--- src/rtl/pager_mem_cycle.sv ---
// Checks a paged memory access and either raises a page fail or runs one bus cycle, with NXM timeout.
// PDP-10 bit numbering on ports: bit [0] is the MSB (vmaREG[0] = vmaREG[35] here, pageFLAGS[0] = pageFLAGS[3]).
module pager_mem_cycle #(
  parameter int unsigned TIMEOUT = 1023,
  parameter int unsigned CNTW    = 10
) (
  input  logic        clk,
  input  logic        rst,
  input  logic        clken,
  input  logic        cycleSTART,
  input  logic        failCLR,
  input  logic        pagingEN,
  input  logic [35:0] vmaREG,
  input  logic [3:0]  pageFLAGS,
  input  logic [10:0] pageADDR,
  input  logic        busACK,
  output logic        busREQ,
  output logic [19:0] busADDR,
  output logic [3:0]  busFLAGS,
  output logic        memWAIT,
  output logic        memDONE,
  output logic        pageFAIL,
  output logic [3:0]  pageFAILCODE
);

  typedef enum logic [2:0] {IDLE, CHECK, REQ, DONE, FAIL} state_t;

  state_t          state_q, state_d;
  logic [CNTW-1:0] cnt_q, cnt_d;
  logic [19:0]     addr_q, addr_d;
  logic [3:0]      flags_q, flags_d;
  logic [3:0]      code_q, code_d;

  logic vma_user, vma_read, vma_wrtest, vma_write, vma_phys, vma_io;
  logic pg_valid, pg_wr, pg_cache, pg_user;
  logic mapped, nv, wp, um, fault;
  logic unused_vma;

  assign vma_user   = vmaREG[35];
  assign vma_read   = vmaREG[32];
  assign vma_wrtest = vmaREG[31];
  assign vma_write  = vmaREG[30];
  assign vma_phys   = vmaREG[27];
  assign vma_io     = vmaREG[25];
  assign unused_vma = ^{vmaREG[34:33], vmaREG[29:28], vmaREG[26], vmaREG[24:20]};

  assign pg_valid = pageFLAGS[3];
  assign pg_wr    = pageFLAGS[2];
  assign pg_cache = pageFLAGS[1];
  assign pg_user  = pageFLAGS[0];

  assign mapped = pagingEN & ~vma_phys & ~vma_io;
  assign nv     = mapped & ~pg_valid;
  assign wp     = mapped & (vma_write | vma_wrtest) & ~pg_wr;
  assign um     = mapped & (vma_user != pg_user);
  assign fault  = nv | wp | um;

  always_comb begin
    state_d = state_q;
    cnt_d   = cnt_q;
    addr_d  = addr_q;
    flags_d = flags_q;
    code_d  = code_q;
    case (state_q)
      IDLE: begin
        if (clken && cycleSTART) state_d = CHECK;
      end
      CHECK: begin
        if (fault) begin
          state_d = FAIL;
          code_d  = {nv, wp, um, 1'b0};
        end else begin
          state_d = REQ;
          cnt_d   = '0;
          addr_d  = mapped ? {pageADDR, vmaREG[8:0]} : vmaREG[19:0];
          flags_d = {vma_read, vma_write, vma_io, mapped & pg_cache};
        end
      end
      REQ: begin
        // An ack on the timeout clock still completes the cycle.
        if (busACK) begin
          state_d = DONE;
        end else if (cnt_q == CNTW'(TIMEOUT)) begin
          state_d = FAIL;
          code_d  = 4'b0001;
        end else begin
          cnt_d = cnt_q + 1'b1;
        end
      end
      DONE: state_d = IDLE;
      FAIL: begin
        if (clken && failCLR) begin
          state_d = IDLE;
          code_d  = '0;
        end
      end
      default: state_d = IDLE;
    endcase
  end

  always_ff @(posedge clk) begin
    if (rst) begin
      state_q <= IDLE;
      cnt_q   <= '0;
      addr_q  <= '0;
      flags_q <= '0;
      code_q  <= '0;
    end else begin
      state_q <= state_d;
      cnt_q   <= cnt_d;
      addr_q  <= addr_d;
      flags_q <= flags_d;
      code_q  <= code_d;
    end
  end

  assign busREQ       = (state_q == REQ);
  assign busADDR      = addr_q;
  assign busFLAGS     = flags_q;
  assign memWAIT      = (state_q == CHECK) || (state_q == REQ);
  assign memDONE      = (state_q == DONE);
  assign pageFAIL     = (state_q == FAIL);
  assign pageFAILCODE = code_q;

endmodule

--- config.mk ---
export PLATFORM = sky130hd
export DESIGN_NAME = pager_mem_cycle
export DESIGN_NICKNAME = d
export VERILOG_FILES = /design/src/rtl/pager_mem_cycle.sv
export SDC_FILE = /design/constraint.sdc
export NUM_CORES = 1
export LEC_CHECK = 0
export CORE_MARGIN = 2
export CORE_UTILIZATION = 40
export CTS_BUF_LIST = sky130_fd_sc_hd__clkbuf_16
export CTS_CLUSTER_SIZE = 25
export DETAILED_ROUTE_END_ITERATION = 10
export PLACE_DENSITY = 0.76
export SETUP_SLACK_MARGIN = 0.02
export SYNTH_ARGS = -nofsm -noshare
export SYNTH_HDL_FRONTEND = slang
export SYNTH_SLANG_ARGS = --single-unit
--- constraint.sdc ---
create_clock -name clk -period 4 [get_ports clk]
set_input_delay 0.6 -clock clk [delete_from_list [all_inputs] [get_ports clk]]
set_output_delay 0.6 -clock clk [all_outputs]
set_load 0.005 [all_outputs]
# Yosys cells after proc, flatten, opt, wreduce, memory -nomap -nowiden
# Index checks and enable logic that the tools add are counted.
# classes
addsub	1
n_eq_ne	14
mux	16
n_bitwise	15
reduce_logical	10
# ops
op	count
10-bit 2-to-1 mux	3
20-bit 2-to-1 mux	1
10-bit case mux with 2 select lines	1
4-bit 2-to-1 mux	4
3-bit 2-to-1 mux	5
3-bit case mux with 4 select lines	1
4-bit case mux with 3 select lines	1
10-bit by 1-bit adder with 10-bit output (second input constant)	1
10-bit equality test (second input constant)	1
2-bit != test (second input constant)	5
1-bit bitwise AND	7
3-bit by 2-bit equality test with 1-bit output (second input constant)	2
1-bit inverter	5
5-bit AND reduction	1
2-bit by 1-bit != test with 1-bit output (second input constant)	2
4-bit AND reduction	1
3-bit by 1-bit equality test with 1-bit output (second input constant)	1
3-bit equality test (second input constant)	1
3-bit logical NOT	1
3-bit by 2-bit != test with 1-bit output (second input constant)	1
1-bit bitwise OR	3
3-bit AND reduction	1
3-bit nonzero test	1
1-bit logical AND	2
other kinds (4)	4
# totals
reg_bits	41
wordCells	61

# Depth between registers and ports, before layout
# depth
word_depth	9
depth_mapped	6
mapped_depth_nobuf	5

# Least setup slack after synthesis
# OpenSTA, ideal clock, no wires.
# synth_timing
path_type	input-to-reg
start	in busACK
end	reg cnt_q[7]
setup_time_ps	88
t_arrival_ps	1722
setup_slack_ps	2190
cell_stages	4
cell_sequence	or4b_4 > nor4_4 > nor2_1 > a311oi_2
# synth_via
elab_chain_cells	2
# synth_rtl
item	line	source
start, declared	16	input logic busACK,
2-bit != test (no source line)	-	
4-bit AND reduction (no source line)	-	
end signal, assigned	110	cnt_q <= cnt_d;
end, declared	29	logic [CNTW-1:0] cnt_q, cnt_d;
# Every way passes these cells.
# A chain may end at the register's enable or synchronous reset.

# Worst setup path after layout
# layout_timing
start	reg state_q[2]
end	out pageFAIL
# layout_via
elab_chain_cells	1
# layout_rtl
item	line	source
start, declared	28	state_t state_q, state_d;
start signal, assigned	109	state_q <= state_d;
3-bit equality test	122	assign pageFAIL = (state_q == FAIL);
end, declared	22	output logic pageFAIL,
# Every way passes these cells.

==> reports/summary.txt <==
Core Area - 5075 µm²
Die height - 76.45 µm
Seq cells post-synth - 41
Area Overhead vs Synth - 48.45%
Clock Sink Count - 41
Yosys Warn Count - 0
Reg-to-reg startpoint - state_q[0]
Share of cells above drive strength 1 - 7.006%
Layout Nets - 372
Hold-fix buffers at CTS - 0
Worst-Skew Late Latency - 0.28 ns
Root Buffer - clkbuf_16
RD Place Congestion - 0.7748
Cell area after synthesis - 2100 µm²
Synth top area cells - dfxtp_1 39%, a21oi_1 6.4%, mux2i_1 5.7%, a211oi_1 5.7%, nand3_1 3.6%
CP cell instances - inv_1 > nor3_1 > clkdlybuf4s50_1
Final ANT Viol Nets - 0
Worst setup EP type - output port
Simple-Gate Fraction of Synth Area - 20.32%
Post-Synth XOR/XNOR Area - 1.251%
Vias post-DR - 2117
WP data arrival - 1.85 ns
Max-slew headroom at the worst pin - 28.05%
Sequential share of the synthesized area - 39.09%
Setup TNS - 0 ns
CTS tree - built
EDFF count, synth - 0
# IOs - 90
Clock Skew - 0.006845 ns
Post CTS Setup Buffer Count - 0
Pre-antenna DRT Iters - 4
Max FO, Critical Path - 13
FMAX - 408.3 MHz
# DRC - 0
IO Port Bufs - 79
Critical Path Source Type - register
Post_cts resized - 0
Reg2Reg Depth - 4
Vias in the first global route - 2093
Die Wd - 76.45 µm
Initial drt markers - 172
Hold Crit Class - register to register
Pin count of the biggest net entering global routing - 31
Mapped Nets - 298
Min Clock Period, post-route - 2.449 ns
Compound-Gate Fraction of Synth Area - 28.01%
Hold depth - 2
Yosys cell types - 49
Mean Syn Cell Area - 8.785 µm²
Critical hold path startpoint - pageFAILCODE[2]
Run status - finished clean
CTS H-tree lvls - 2
Delay-heaviest family, CP - buffers and inverters
Finish-stage setup viols - 0
Starting density of the core - 41.37%
Final hold vios - 0
Dominant cell type by area after synthesis - dfxtp_1
Peak supply drop - 205.6 µV
LEAKAGE - 0.001019 µW
Critical Path RT - 3.40 ns
Max-Cap Viols - 0
RSZ-0062 raised after global routing - no
Avg WL per Cell - 14.71 µm
Slew @ Worst Pin - 1.076 ns
Row count - 26
CTS Buf Count - 5
Async SR Flop Fraction - 0%
Routed WL - 5.650 mm
Post-DP HPWL - 4.023 mm
Worst path slowest cell - dfxtp_1
CP max stage delay - 0.62 ns
Mux cell area share after synthesis - 6.257%
Pwr dens - 350.7 nW/µm²
Top-area cell type share of the netlist area - 39.09%
Synth Flop Type - dfxtp_1
Clock-pin slew on the worst setup and hold paths - 0.06 ns
Die area - 5845 µm²
Global-route usage over all layers - 20.73%
Pre-CTS WS - 1.374 ns
Synth Area in Adders - 0.5959%
# diodes - 0
DR vias/cell - 5.513
Max Slew Vio Count - 0
Mapped Cells - 239
Initial antenna violation count - 0
Max clock buf depth - 2
CP bufs+invs - 2
R2r setup slk - 1.66 ns
Global-route wire length before repair - 9.922 mm
Hold Path End - pageFAILCODE[2]
Largest family of logic cells by synthesized area - compound AO/OA/AOI/OAI gates
Remaining Overflow, GRT - 0
R2r endpoint - busADDR[9]
Final Cycle Share - 61.23%
Post-route setup slack - 1.551 ns
CP Class - register to output port
-- worst min-delay path: stages, from the launching register on --
cell      delay, ns
dfxtp_1        0.31
nand2b_1       0.06
o21ai_1        0.05
-- power breakdown --
group,total [µW],internal [µW],switching (µW)
Sequential,443,429,13.9
Combinational,195,111,83.5
Clock,455,293,162
Total,1090,834,259
-- sequential cells by signal, summed over array words and instances (netlist names) --
name / cells
state_q: 3
cnt_q: 10
busFLAGS: 4
pageFAILCODE: 4
busADDR: 20
-- how the worst max path moves through the flow --
| stage | from | end | slack, ns | depth (start not counted) |
|---|---|---|---|---|
| 2_1_floorplan | busACK | cnt_q[7] | 2.19 | 4 |
| 3_3_place_gp | pageFLAGS[3] | busADDR[11] | 1.34 | 5 |
| 3_5_place_dp | pageFLAGS[3] | busADDR[12] | 1.37 | 5 |
| 4_1_cts | state_q[2] | pageFAIL | 1.54 | 3 |
| 5_1_grt | state_q[0] | busADDR[18] | 1.43 | 4 |
| 6_report | state_q[2] | pageFAIL | 1.55 | 3 |
-- metrics by stage --
stage	std cells	util, %	power [µW]	area [µm²]	hold WS, ns
floorplan	239	-	537.0	2100	0.4587
global placement	376	58.11	645.8	2949	0.4586
detailed placement	376	58.11	647.9	2949	0.4621
CTS	384	61.42	1101	3117	0.4717
global route	384	61.42	1145	3117	0.4845
finish	384	61.42	1093	3117	0.4650
-- kinds of logic (layout without fill, tap and decap cells) --
family | Yosys count | after routing
xor gates and xnor gates | 3 | 3
adders and majority gates | 1 | 1
muxes | 13 | 13
AOI/OAI and AO/OA | 87 | 87
DFF | 41 | 41
and+or+nand+nor | 72 | 72
buffers and inverters | 22 | 97
-- Yosys cell counts, drive strengths merged (2+ instances only) --
cell type	n
buf	7
nor3b	4
nor2	14
nand4	2
xnor2	2
and4	3
o31ai	3
o21ai	17
mux2i	12
a22oi	2
inv	5
or4	2
nor3	5
a311oi	8
clkbuf	10
a211oi	16
nand3	15
a21oi	27
nand2b	5
and3	3
nand2	9
o32ai	2
nand3b	2
a31oi	5
dfxtp	41
-- metal layers --
layer  global-route usage (%)  vias to the layer above  share of wire (%)
li1                         -                     1056                  -
met1                    24.47                      978                 40
met2                    34.69                       77                 50
met3                    9.479                        6                9.8
met4                    4.182                        0               0.83
met5                        0                        -                  0
-- placed cells by master (no fill, tap or decap), types with 3 or more instances in the layout --
master / count
clkbuf_16: 5
inv_1: 6
nor3_1: 5
mux2i_1: 12
and3_1: 3
a21oi_1: 27
nor2_1: 14
buf_4: 5
a311oi_1: 6
a211oi_1: 16
clkdlybuf4s50_1: 79
o21ai_0: 8
and4_1: 3
nand2b_1: 5
nand3_1: 15
dfxtp_1: 41
o21ai_1: 9
a31oi_1: 3
nand2_1: 9
-- area by class of cell --
cell class              count  area [µm²]
multi-input cells         176        1194
clock inverters             3       42.54
repair buffers             84       828.3
flip-flops and latches     41       820.8
fillers                   458        1958
well taps                  70       87.58
inverters                   5       18.77
clock buffers               5       125.1
No activity file was read; power rests on OpenSTA's default activity.
